==> config.mk <==
export PLATFORM = sky130hd
export DESIGN_NAME = distancia_calc
export DESIGN_NICKNAME = d
export VERILOG_FILES = /design/src/rtl/distancia_calc.sv
export SDC_FILE = /design/constraint.sdc
export NUM_CORES = 1
export LEC_CHECK = 0
export ABC_AREA = 1
export CAP_MARGIN = 20
export CORE_UTILIZATION = 40
export CTS_BUF_LIST = sky130_fd_sc_hd__clkbuf_2 sky130_fd_sc_hd__clkbuf_4 sky130_fd_sc_hd__clkbuf_8
export CTS_CLUSTER_DIAMETER = 200
export DETAILED_ROUTE_END_ITERATION = 7
export PLACE_DENSITY = 0.58
export SYNTH_ARGS = -nofsm -noshare
export SYNTH_HDL_FRONTEND = slang
export SYNTH_SLANG_ARGS = --single-unit
export TNS_END_PERCENT = 100
==> constraint.sdc <==
create_clock -name CLKOUT -period 1.8 [get_ports CLKOUT]
set_input_delay 0.36 -clock CLKOUT [delete_from_list [all_inputs] [get_ports CLKOUT]]
set_output_delay 0.36 -clock CLKOUT [all_outputs]
set_load 0.1 [all_outputs]
==> src/rtl/distancia_calc.sv <==
// Ultrasonic echo ticks -> centimetres: restoring shift-subtract divider with registered result,
// valid strobe, counter clear request and near-obstacle alarm. Optional averaging: DIST_AVG_EN.
module distancia_calc #(
  parameter int COUNT_W      = 8,
  parameter int TICKS_PER_CM = 6,
  parameter int NEAR_CM      = 20
) (
  input  logic               CLKOUT,
  input  logic               reset,
  input  logic [COUNT_W-1:0] count,
  input  logic               calculate,
  output logic [COUNT_W-1:0] distance,
  output logic               valid,
  output logic               busy,
  output logic               clr_meas,
  output logic               out_of_range,
  output logic               near_alarm
);

  if (TICKS_PER_CM < 1) begin : g_bad_divisor
    $error("distancia_calc: TICKS_PER_CM must be >= 1");
  end

  localparam int IDX_W = (COUNT_W > 1) ? $clog2(COUNT_W) : 1;
  localparam logic [COUNT_W:0] DIVISOR = (COUNT_W+1)'(TICKS_PER_CM);

`ifdef DIST_AVG_EN
  typedef enum logic [2:0] {IDLE, DIV, AVG, DONE, WAIT_CLR} state_t;
`else
  typedef enum logic [2:0] {IDLE, DIV, DONE, WAIT_CLR} state_t;
`endif

  state_t state, state_nxt;

  logic [COUNT_W-1:0] dividend;
  logic [COUNT_W:0]   rem;
  logic [COUNT_W-1:0] quot;
  logic [IDX_W-1:0]   idx;
  logic [COUNT_W-1:0] result;

  logic [COUNT_W:0]   rem_shift;
  logic               rem_ge;

  assign rem_shift = {rem[COUNT_W-1:0], dividend[idx]};
  assign rem_ge    = (rem_shift >= DIVISOR);
  assign busy      = (state != IDLE);

`ifdef DIST_AVG_EN
  logic [COUNT_W-1:0] hist [4];
  logic               filled;
  logic [COUNT_W-1:0] avg_q;
  logic [COUNT_W+1:0] avg_sum;

  // New quotient enters slot 0; the oldest entry (slot 3) drops out of the sum.
  always_comb begin
    avg_sum = '0;
    if (filled)
      avg_sum = (COUNT_W+2)'(quot) + (COUNT_W+2)'(hist[0])
              + (COUNT_W+2)'(hist[1]) + (COUNT_W+2)'(hist[2]);
    else
      avg_sum = {quot, 2'b00};
  end

  assign result = avg_q;
`else
  assign result = quot;
`endif

  always_ff @(posedge CLKOUT) begin
    if (reset) state <= IDLE;
    else       state <= state_nxt;
  end

  always_comb begin
    state_nxt = state;
    case (state)
      IDLE:     if (calculate) state_nxt = DIV;
`ifdef DIST_AVG_EN
      DIV:      if (idx == '0) state_nxt = AVG;
      AVG:      state_nxt = DONE;
`else
      DIV:      if (idx == '0) state_nxt = DONE;
`endif
      DONE:     state_nxt = WAIT_CLR;
      WAIT_CLR: if (!calculate) state_nxt = IDLE;
      default:  state_nxt = IDLE;
    endcase
  end

  always_ff @(posedge CLKOUT) begin
    if (reset) begin
      dividend     <= '0;
      rem          <= '0;
      quot         <= '0;
      idx          <= '0;
      distance     <= '0;
      valid        <= 1'b0;
      clr_meas     <= 1'b0;
      out_of_range <= 1'b0;
      near_alarm   <= 1'b0;
    end else begin
      valid    <= 1'b0;
      clr_meas <= 1'b0;
      case (state)
        IDLE: if (calculate) begin
          dividend <= count;
          rem      <= '0;
          quot     <= '0;
          idx      <= IDX_W'(COUNT_W-1);
        end
        DIV: begin
          rem       <= rem_ge ? (rem_shift - DIVISOR) : rem_shift;
          quot[idx] <= rem_ge;
          idx       <= idx - IDX_W'(1);
        end
        DONE: begin
          distance     <= result;
          out_of_range <= (dividend == '1);
          near_alarm   <= (int'(result) < NEAR_CM) && (dividend != '1);
          valid        <= 1'b1;
          clr_meas     <= 1'b1;
        end
        default: ;
      endcase
    end
  end

`ifdef DIST_AVG_EN
  always_ff @(posedge CLKOUT) begin
    if (reset) begin
      hist[0] <= '0;
      hist[1] <= '0;
      hist[2] <= '0;
      hist[3] <= '0;
      filled  <= 1'b0;
      avg_q   <= '0;
    end else if (state == AVG) begin
      hist[0] <= quot;
      hist[1] <= filled ? hist[0] : quot;
      hist[2] <= filled ? hist[1] : quot;
      hist[3] <= filled ? hist[2] : quot;
      filled  <= 1'b1;
      avg_q   <= avg_sum[COUNT_W+1:2];
    end
  end
`endif

endmodule

==> results of run 1 <==
-- state kept, by name (all words and copies together) (netlist names) --
register	flops
rem	8
quot	8
out_of_range	1
dividend	8
clr_meas	1
distance	8
near_alarm	1
state	2
idx	3
-- layer usage --
layer	track usage (%)	vias up	routed length (um)
met5	0	-	0
met2	31.7	20	1970
met4	8.76	0	79
met3	3.29	7	96
li1	-	918	-
met1	23.9	814	2130
-- final cells by class --
class / count / area [um2] / share of cell area, %
repair buffers: 33 / 460 / 17.6
clock buffers: 6 / 82.6 / 3.15
inverters: 26 / 108 / 4.11
clock inverters: 2 / 15.0 / 0.573
flip-flops and latches: 40 / 801 / 30.6
multi-input cells: 184 / 1070 / 40.8
well taps: 67 / 83.8 / 3.20
-- synthesized netlist by cell type (all sizes together) --
library cell	n	share of area (%)
a21oi	28	8.7
nand4	3	0.92
nor2	37	7.7
a221oi	1	0.43
nor3	4	1.8
buf	7	2.9
nand3	23	8.3
o211ai	1	0.37
clkbuf	4	0.74
a211oi	2	0.74
inv	26	5.1
a31oi	1	0.31
nand2	44	9.1
nor4	1	0.31
o21ai	26	6.6
xnor2	2	0.86
xor2	4	1.7
dfxtp	40	39
ha	7	4.3
-- stage by stage --
step	setup WS [ns]	util (%)
3_5_place_dp	0.00611	52.2
3_3_place_gp	0.140	52.2
6_report	0.134	54.4
4_1_cts	0.0725	54.2
5_1_grt	0.0485	54.4
2_1_floorplan	0.0838	-
-- kinds of logic after synthesis --
kind of cell               after synthesis
and+or+nand+nor                        112
AOI/OAI and AO/OA                       59
DFF                                     40
buffers and inverters                   37
adders and majority gates                7
xor gates and xnor gates                 6
-- worst min path at each step --
stage,cells past startpoint,from,to
finish,2,quot[0],quot[0]
detailed placement,2,quot[0],quot[0]
global route,2,quot[0],distance[0]
floorplan,1,reset,idx[0]
CTS,2,quot[0],quot[0]
global placement,2,quot[0],quot[0]
-- power groups by stage --
stage / Combinational [mW] / Clock, mW / Sequential [mW]
floorplan: 1.01 / 0 / 1.77
global placement: 2.28 / 0 / 1.29
detailed placement: 2.30 / 0 / 1.29
CTS: 2.30 / 0.658 / 1.27
global route: 2.49 / 0.680 / 1.30
finish: 2.30 / 0.638 / 1.27
-- critical path: stages, from the launching register on --
cell and delay [ns]:
dfxtp_1 0.39, inv_1 0.08, ha_1 0.27, inv_4 0.10, buf_12 0.17
-- repair_timing --
| item | CTS | global route |
|---|---|---|
| setup endpoints to repair | 0 | 2 |
| resized for setup | 0 | 2 |
| buffers inserted | 0 | 0 |
==> run_results.csv, run 1 <==
group,metric,value,unit
run_status,status,"completed",
floorplanning,die_area,0.00539,mm2
critical_path,worst_ep_arrival_time,1.31,ns
power_and_ir_drop,power_density,1610,mW/mm2
global_routing,grt_pass1_vias,1767,
synthesis,yosys.area_share.simple,28.1,%
synthesis,synthMuxAreaShare,0,%
floorplanning,coreArea,0.00482,mm2
clocking,ctsHoldBuffers,0,
flow_run,max-cap-violations,0,
drt,final_antenna_net_count,0,
drt,dr.pass1.iters,4,
clocking,cts_tree,"built",
critical_path,r2r_setup_slack,0.20,ns
synthesis,syn_avg_cell_area,7.82,um2
power_and_ir_drop,p_leak,0.998,nW
critical_path,cp-startpoint,"state[0]",
placed_design,hpwlAfterDp,3150,um
power_and_ir_drop,ir_worst_vdd,1.22,mV
clocking,clkSinkCount,40,
synthesis,synth-adder-area-share,4.29,%
synthesis,synthXorXnorAreaFrac,2.57,%
power_and_ir_drop,switching_share,48.1,%
cells_and_area,final_cell_area,0.00262,mm2
power_and_ir_drop,total_power,4.21,mW
clocking,h-tree-depth,2,
timing,tns,0,ns
power_and_ir_drop,switchingPower,2.02,mW
clocking,clk_pin_slew,0.08,ns
synthesis,ys_seq_elements,40,
cells_and_area,final_cell_mix,"dfxtp_1, nand2_1, nor2_1, o21ai_0, inv_1",
global_routing,grt_max_degree,23,
global_routing,grt.overflow.total,0,
cells_and_area,drive_above_1_share,25.1,%
cells_and_area,fillers,480,
placed_design,postPlaceCellArea,0.00251,mm2
critical_path,cp_max_fo,4,
critical_path,start_kind,"flop",
floorplanning,io_pins,24,
worst_hold_path,hold_class,"flop to flop",
clocking,cts_root_buf,"clkbuf_8",
power_and_ir_drop,pwr-share-comb,54.6,%
critical_path,r2r_cells,8,
cells_and_area,finalNetCount,308,
timing,max-slew-margin-rel,71.0,%
timing,rsz0062_at_grt,"no",
synthesis,synth.distinct_cells,35,
floorplanning,die_h,73.5,um
global_routing,grt_pass1_wl,7800,um
synthesis,netlist_area,0.00204,mm2
placed_design,io_buffers,23,
timing,worst_slew_pin_slew,0.434,ns
power_and_ir_drop,seqPwrFrac,30.2,%
synthesis,syn_nets,279,
placed_design,dp_cells,350,
timing,timing.fmax,600,MHz
critical_path,worstSetupPathType,"flop to output pin",
timing,period_share,92.6,%
global_routing,grtUsageTotal,19.0,%
timing,setup_viol,0,
synthesis,synth_warnings,0,
synthesis,ys_seq_area_share,39.2,%
critical_path,required,1.44,ns
critical_path,cp-endpoint,"busy",
floorplanning,num_rows,25,
drt,wl,4270,um
cells_and_area,syn_to_final_growth,28.3,%
clocking,cts-buffers-inserted,5,
clocking,insertion_delay,0.30,ns
synthesis,synth_compound_area_share,17.1,%
drt,vias_per_cell,4.91,
drt,detail_route.wl_per_cell,11.9,um
timing,maxSlewViolCount,0,
synthesis,synth_top_family_by_area,"simple AND/OR/NAND/NOR gates",
drt,remaining_drc_errors,0,
synthesis,syn_inst,261,
critical_path,r2r-start,"rem[1]",
global_routing,antenna_found_initial,0,
placed_design,place_congestion,0.854,
drt,vias,1759,
timing,hold_viol_final,0,
timing,whs,0.468,ns
timing,layout_min_cycle_time,1.67,ns
cells_and_area,stdcell_count,358,
floorplanning,dieWidth,73.5,um
clocking,cts_buffer_depth,2,
cells_and_area,final_common_cell,"dfxtp_1",
critical_path,timing.rr.end,"rem[1]",
power_and_ir_drop,p_int,2.18,mW
cells_and_area,antenna_cells,0,
floorplanning,start_util,42.4,%
critical_path,endpoint_kind,"output pin",
drt,drt_iter0_drc,46,
power_and_ir_drop,clkPwrFrac,15.2,%
timing,fin_skew,0.00622,ns
Power figures use the tool's default switching activity.
==> run 2: changes to the inputs <==
--- a/config.mk
+++ b/config.mk
@@ -7,11 +7,11 @@
 export LEC_CHECK = 0
 export ABC_AREA = 1
 export CAP_MARGIN = 20
-export CORE_UTILIZATION = 40
+export CORE_UTILIZATION = 55
 export CTS_BUF_LIST = sky130_fd_sc_hd__clkbuf_2 sky130_fd_sc_hd__clkbuf_4 sky130_fd_sc_hd__clkbuf_8
 export CTS_CLUSTER_DIAMETER = 200
 export DETAILED_ROUTE_END_ITERATION = 7
-export PLACE_DENSITY = 0.58
+export PLACE_DENSITY = 0.77
 export SYNTH_ARGS = -nofsm -noshare
 export SYNTH_HDL_FRONTEND = slang
 export SYNTH_SLANG_ARGS = --single-unit
==> run_results.csv, run 2 (synthesis results as in run 1) <==
group,metric,value,unit
floorplanning,start_util,59.3,%
power_and_ir_drop,total_power,4.19,mW
floorplanning,die_area,0.00396,mm2
drt,remaining_drc_errors,0,
drt,detail_route.wl_per_cell,12.6,um
clocking,cts_tree,"built",
drt,dr.pass1.iters,4,
clocking,cts_setup_buffers,0,
timing,timing.fmax,605,MHz
floorplanning,dieWidth,62.9,um
global_routing,grt_max_degree,23,
drt,wl,4240,um
clocking,cts_root_buf,"clkbuf_8",
drt,vias,1797,
timing,worst_slew_pin_slew,0.435,ns
timing,maxSlewViolCount,0,
flow_run,max-cap-violations,0,
power_and_ir_drop,p_leak,0.993,nW
global_routing,grt_pass1_wl,7360,um
timing,whs,0.469,ns
timing,fin_skew,0.00887,ns
global_routing,grt_pass1_vias,1683,
clocking,clkSinkCount,40,
critical_path,cp_max_fo,4,
clocking,h-tree-depth,2,
placed_design,place_congestion,0.888,
cells_and_area,syn_to_final_growth,26.4,%
cells_and_area,antenna_cells,0,
clocking,cts-buffers-inserted,5,
critical_path,worst_ep_arrival_time,1.29,ns
timing,period_share,91.8,%
run_status,status,"completed",
global_routing,grt.overflow.total,0,
clocking,ctsHoldBuffers,0,
clocking,insertion_delay,0.30,ns
worst_hold_path,hold_class,"flop to flop",
critical_path,required,1.44,ns
placed_design,hpwlAfterDp,3180,um
timing,setup_viol,0,
floorplanning,coreArea,0.00344,mm2
placed_design,io_buffers,23,
timing,max-slew-margin-rel,71.0,%
cells_and_area,final_cell_area,0.00258,mm2
floorplanning,num_rows,21,
critical_path,start_kind,"flop",
placed_design,postPlaceCellArea,0.00248,mm2
global_routing,grtUsageTotal,23.4,%
power_and_ir_drop,ir_worst_vdd,1.08,mV
floorplanning,die_h,62.9,um
cells_and_area,drive_above_1_share,25.1,%
timing,tns,0,ns
critical_path,worstSetupPathType,"flop to output pin",
floorplanning,io_pins,24,
drt,final_antenna_net_count,0,
timing,hold_viol_final,0,
global_routing,antenna_found_initial,0,
drt,vias_per_cell,5.33,
critical_path,endpoint_kind,"output pin",
timing,layout_min_cycle_time,1.65,ns
timing,rsz0062_at_grt,"no",
drt,drt_iter0_drc,72,
clocking,cts_buffer_depth,2,
cells_and_area,finalNetCount,308,
cells_and_area,final_common_cell,"dfxtp_1",
placed_design,dp_cells,329,
cells_and_area,final_cell_mix,"dfxtp_1, nand2_1, nor2_1, o21ai_0, inv_1",
clocking,clk_pin_slew,0.08,ns
cells_and_area,stdcell_count,337,
power_and_ir_drop,power_density,1620,mW/mm2
==> run 2: power breakdown <==
group	total [mW]	switching [mW]	internal [mW]
clock	0.627	0.317	0.310
combinational	2.29	1.50	0.785
sequential	1.27	0.201	1.07
total	4.19	2.02	2.17
==> run 2: layout make-up <==
cell class | count | area (um2)
Multi-Input combinational cell | 184 | 1070
Fill cell | 260 | 861
Sequential cell | 40 | 801
Timing Repair Buffer | 33 | 448
Inverter | 26 | 108
Clock buffer | 6 | 82.6
Tap cell | 46 | 57.6
Clock inverter | 2 | 15.0
==> run 2: path summary, 6_finish.rpt <==
path	start	to	slack, ns	cells after the start
worst min register to register	quot[0]	quot[0]	0.47	2
worst min-delay path	quot[0]	quot[0]	0.47	2
worst max register to register	idx[0]	rem[2]	0.19	11
worst max-delay path	state[0]	busy	0.15	4
==> run 2: worst max-delay path, cell delays in order (launching register included) <==
cell,delay [ns]
dfxtp_1,0.38
inv_1,0.08
ha_1,0.27
inv_4,0.10
buf_12,0.17
==> run 2: timing repair <==
item	CTS	global route
resized for setup	0	2
endpoints found under the hold margin	0	0
endpoints found under the setup margin	0	2
==> run 2: through the flow <==
| stage | utilization (%) | setup WS, ns |
|---|---|---|
| after global routing | 75.0 | 0.0787 |
| after detailed placement | 71.9 | 0.0871 |
| after global placement | 71.9 | 0.117 |
| after CTS | 74.8 | 0.128 |
| final | 75.0 | 0.147 |
| after floorplan | - | 0.0838 |
==> run 2: routing by layer <==
metal  vias up  track usage, %  wire length (um)
met2        34            39.1              2090
met3         9            6.57               193
met4         0            7.85                39
met5         -               0                 0
met1       844            28.6              1920
li1        910               -                 -
==> run 3: changes to the inputs <==
--- a/config.mk
+++ b/config.mk
@@ -10,6 +10,7 @@
 export CORE_UTILIZATION = 55
 export CTS_BUF_LIST = sky130_fd_sc_hd__clkbuf_2 sky130_fd_sc_hd__clkbuf_4 sky130_fd_sc_hd__clkbuf_8
 export CTS_CLUSTER_DIAMETER = 200
+export CTS_CLUSTER_SIZE = 30
 export DETAILED_ROUTE_END_ITERATION = 7
 export PLACE_DENSITY = 0.77
 export SYNTH_ARGS = -nofsm -noshare
==> constraint.sdc (replaced) <==
create_clock -name CLKOUT -period 1.8 [get_ports CLKOUT]
set_input_delay 0.36 -clock CLKOUT [delete_from_list [all_inputs] [get_ports CLKOUT]]
set_output_delay 0.36 -clock CLKOUT [all_outputs]
set_load 0.05 [all_outputs]
==> run_results.csv, run 3 (synthesis results as in run 1) <==
group,metric,value,unit
drt,vias_per_cell,5.14,
critical_path,worstSetupPathType,"flop to flop",
clocking,cts_tree,"built",
timing,timing.fmax,613,MHz
clocking,cts-buffers-inserted,5,
floorplanning,coreArea,0.00344,mm2
power_and_ir_drop,switching_share,44.2,%
cells_and_area,final_common_cell,"dfxtp_1",
cells_and_area,syn_to_final_growth,20.9,%
critical_path,worst_ep_arrival_time,1.81,ns
drt,dr.pass1.iters,4,
cells_and_area,final_cell_mix,"dfxtp_1, nand2_1, nor2_1, o21ai_0, buf_4",
worst_hold_path,min_to,"quot[0]",
timing,layout_min_cycle_time,1.63,ns
power_and_ir_drop,p_leak,0.983,nW
clocking,clk_pin_slew,0.08,ns
drt,remaining_drc_errors,0,
global_routing,grtUsageTotal,23.4,%
placed_design,io_buffers,23,
floorplanning,start_util,59.3,%
clocking,cts_buffer_depth,2,
drt,wl,4240,um
timing,whs,0.471,ns
flow_run,max-cap-violations,0,
critical_path,start_kind,"flop",
critical_path,cp_max_fo,11,
timing,max-slew-margin-rel,70.4,%
floorplanning,die_h,62.9,um
clocking,cts_root_buf,"clkbuf_8",
run_status,status,"completed",
power_and_ir_drop,seqPwrFrac,34.4,%
worst_hold_path,min-delay-start,"quot[0]",
critical_path,r2r_cells,8,
power_and_ir_drop,ir_worst_vdd,0.841,mV
cells_and_area,finalNetCount,312,
drt,detail_route.wl_per_cell,12.4,um
critical_path,r2r_setup_slack,0.17,ns
placed_design,place_congestion,0.884,
floorplanning,dieWidth,62.9,um
floorplanning,num_rows,21,
critical_path,endpoint_kind,"flop",
timing,rsz0062_at_grt,"no",
drt,final_antenna_net_count,0,
critical_path,required,1.98,ns
drt,drt_iter0_drc,82,
critical_path,timing.rr.end,"rem[3]",
timing,tns,0,ns
global_routing,grt_pass1_vias,1590,
cells_and_area,drive_above_1_share,25.8,%
power_and_ir_drop,p_int,1.98,mW
clocking,clkSinkCount,40,
timing,setup_viol,0,
floorplanning,io_pins,24,
timing,fin_skew,0.00591,ns
global_routing,grt_max_degree,23,
timing,maxSlewViolCount,0,
timing,worst_slew_pin_slew,0.444,ns
global_routing,grt.overflow.total,0,
power_and_ir_drop,power_density,1440,mW/mm2
clocking,h-tree-depth,2,
timing,period_share,90.7,%
power_and_ir_drop,clkPwrFrac,18.0,%
cells_and_area,antenna_cells,0,
power_and_ir_drop,pwr-share-comb,47.6,%
timing,hold_viol_final,0,
worst_hold_path,whs_path_depth,2,
floorplanning,die_area,0.00396,mm2
critical_path,r2r-start,"rem[1]",
power_and_ir_drop,switchingPower,1.57,mW
worst_hold_path,hold_class,"flop to flop",
placed_design,hpwlAfterDp,3040,um
global_routing,grt_pass1_wl,7220,um
drt,vias,1754,
clocking,insertion_delay,0.29,ns
global_routing,antenna_found_initial,0,
run 3: cell types whose count changed in the layout (fill, tap and decap cells not counted), sizes merged:
| cell | delta |
|---|---|
| buf | +4 |
| clkbuf | +1 |
| clkinvlp | -1 |
run 3: what timing repair did:
action                                  CTS  global route
endpoints found under the setup margin    0             3
gates resized for setup                   0             1
setup buffers                             0             3
hold buffers                              0             0
run 3: critical path: stages, from the launching register on:
cell and delay (ns):
dfxtp_1 0.34, ha_1 0.21, inv_1 0.08, nand4_1 0.20
nor3_4 0.29, nand2_4 0.10, buf_12 0.16, nand4_1 0.07
a21oi_1 0.06
run 3: stage by stage:
stage	std cells	instance area [um2]	util [%]	worst slack [ns]	total power, mW
after floorplan	261	2040	-	0.156	2.41
after global placement	330	2330	67.7	0.120	2.90
after detailed placement	330	2330	67.7	0.0768	2.92
after CTS	338	2430	70.6	0.126	3.56
after global routing	341	2470	71.7	0.0422	3.79
final	341	2470	71.7	0.168	3.55
run 3: worst max-delay path by stage:
stage / end / slack [ns] / startpoint
after floorplan: state[0] / 0.16 / state[0]
after global placement: state[0] / 0.12 / calculate
after detailed placement: state[0] / 0.08 / calculate
after CTS: rem[2] / 0.13 / rem[1]
after global routing: rem[2] / 0.04 / rem[1]
final: rem[3] / 0.17 / rem[1]
run 3: per-layer routing:
layer / wire (um) / global-route usage, % / vias to the layer above / share of wire (%)
met5: 0 / 0 / - / 0
met4: 59 / 9.59 / 0 / 1.4
met3: 168 / 4.38 / 7 / 4.0
met2: 1970 / 37.9 / 29 / 46
met1: 2050 / 30.4 / 793 / 48
li1: - / - / 925 / -
run 3: area by class of cell:
class / count / area, um2
flip-flops and latches: 40 / 801
clock buffers: 7 / 90.1
multi-input cells: 184 / 1070
clock inverters: 1 / 7.51
inverters: 26 / 105
well taps: 46 / 57.6
repair buffers: 37 / 340
fillers: 282 / 973
run 3: power by group through the flow:
stage	sequential [mW]	combinational, mW	clock, mW
6_report	1.22	1.69	0.638
3_3_place_gp	1.24	1.66	0
3_5_place_dp	1.24	1.68	0
2_1_floorplan	1.48	0.934	0
4_1_cts	1.22	1.69	0.652
5_1_grt	1.25	1.85	0.692
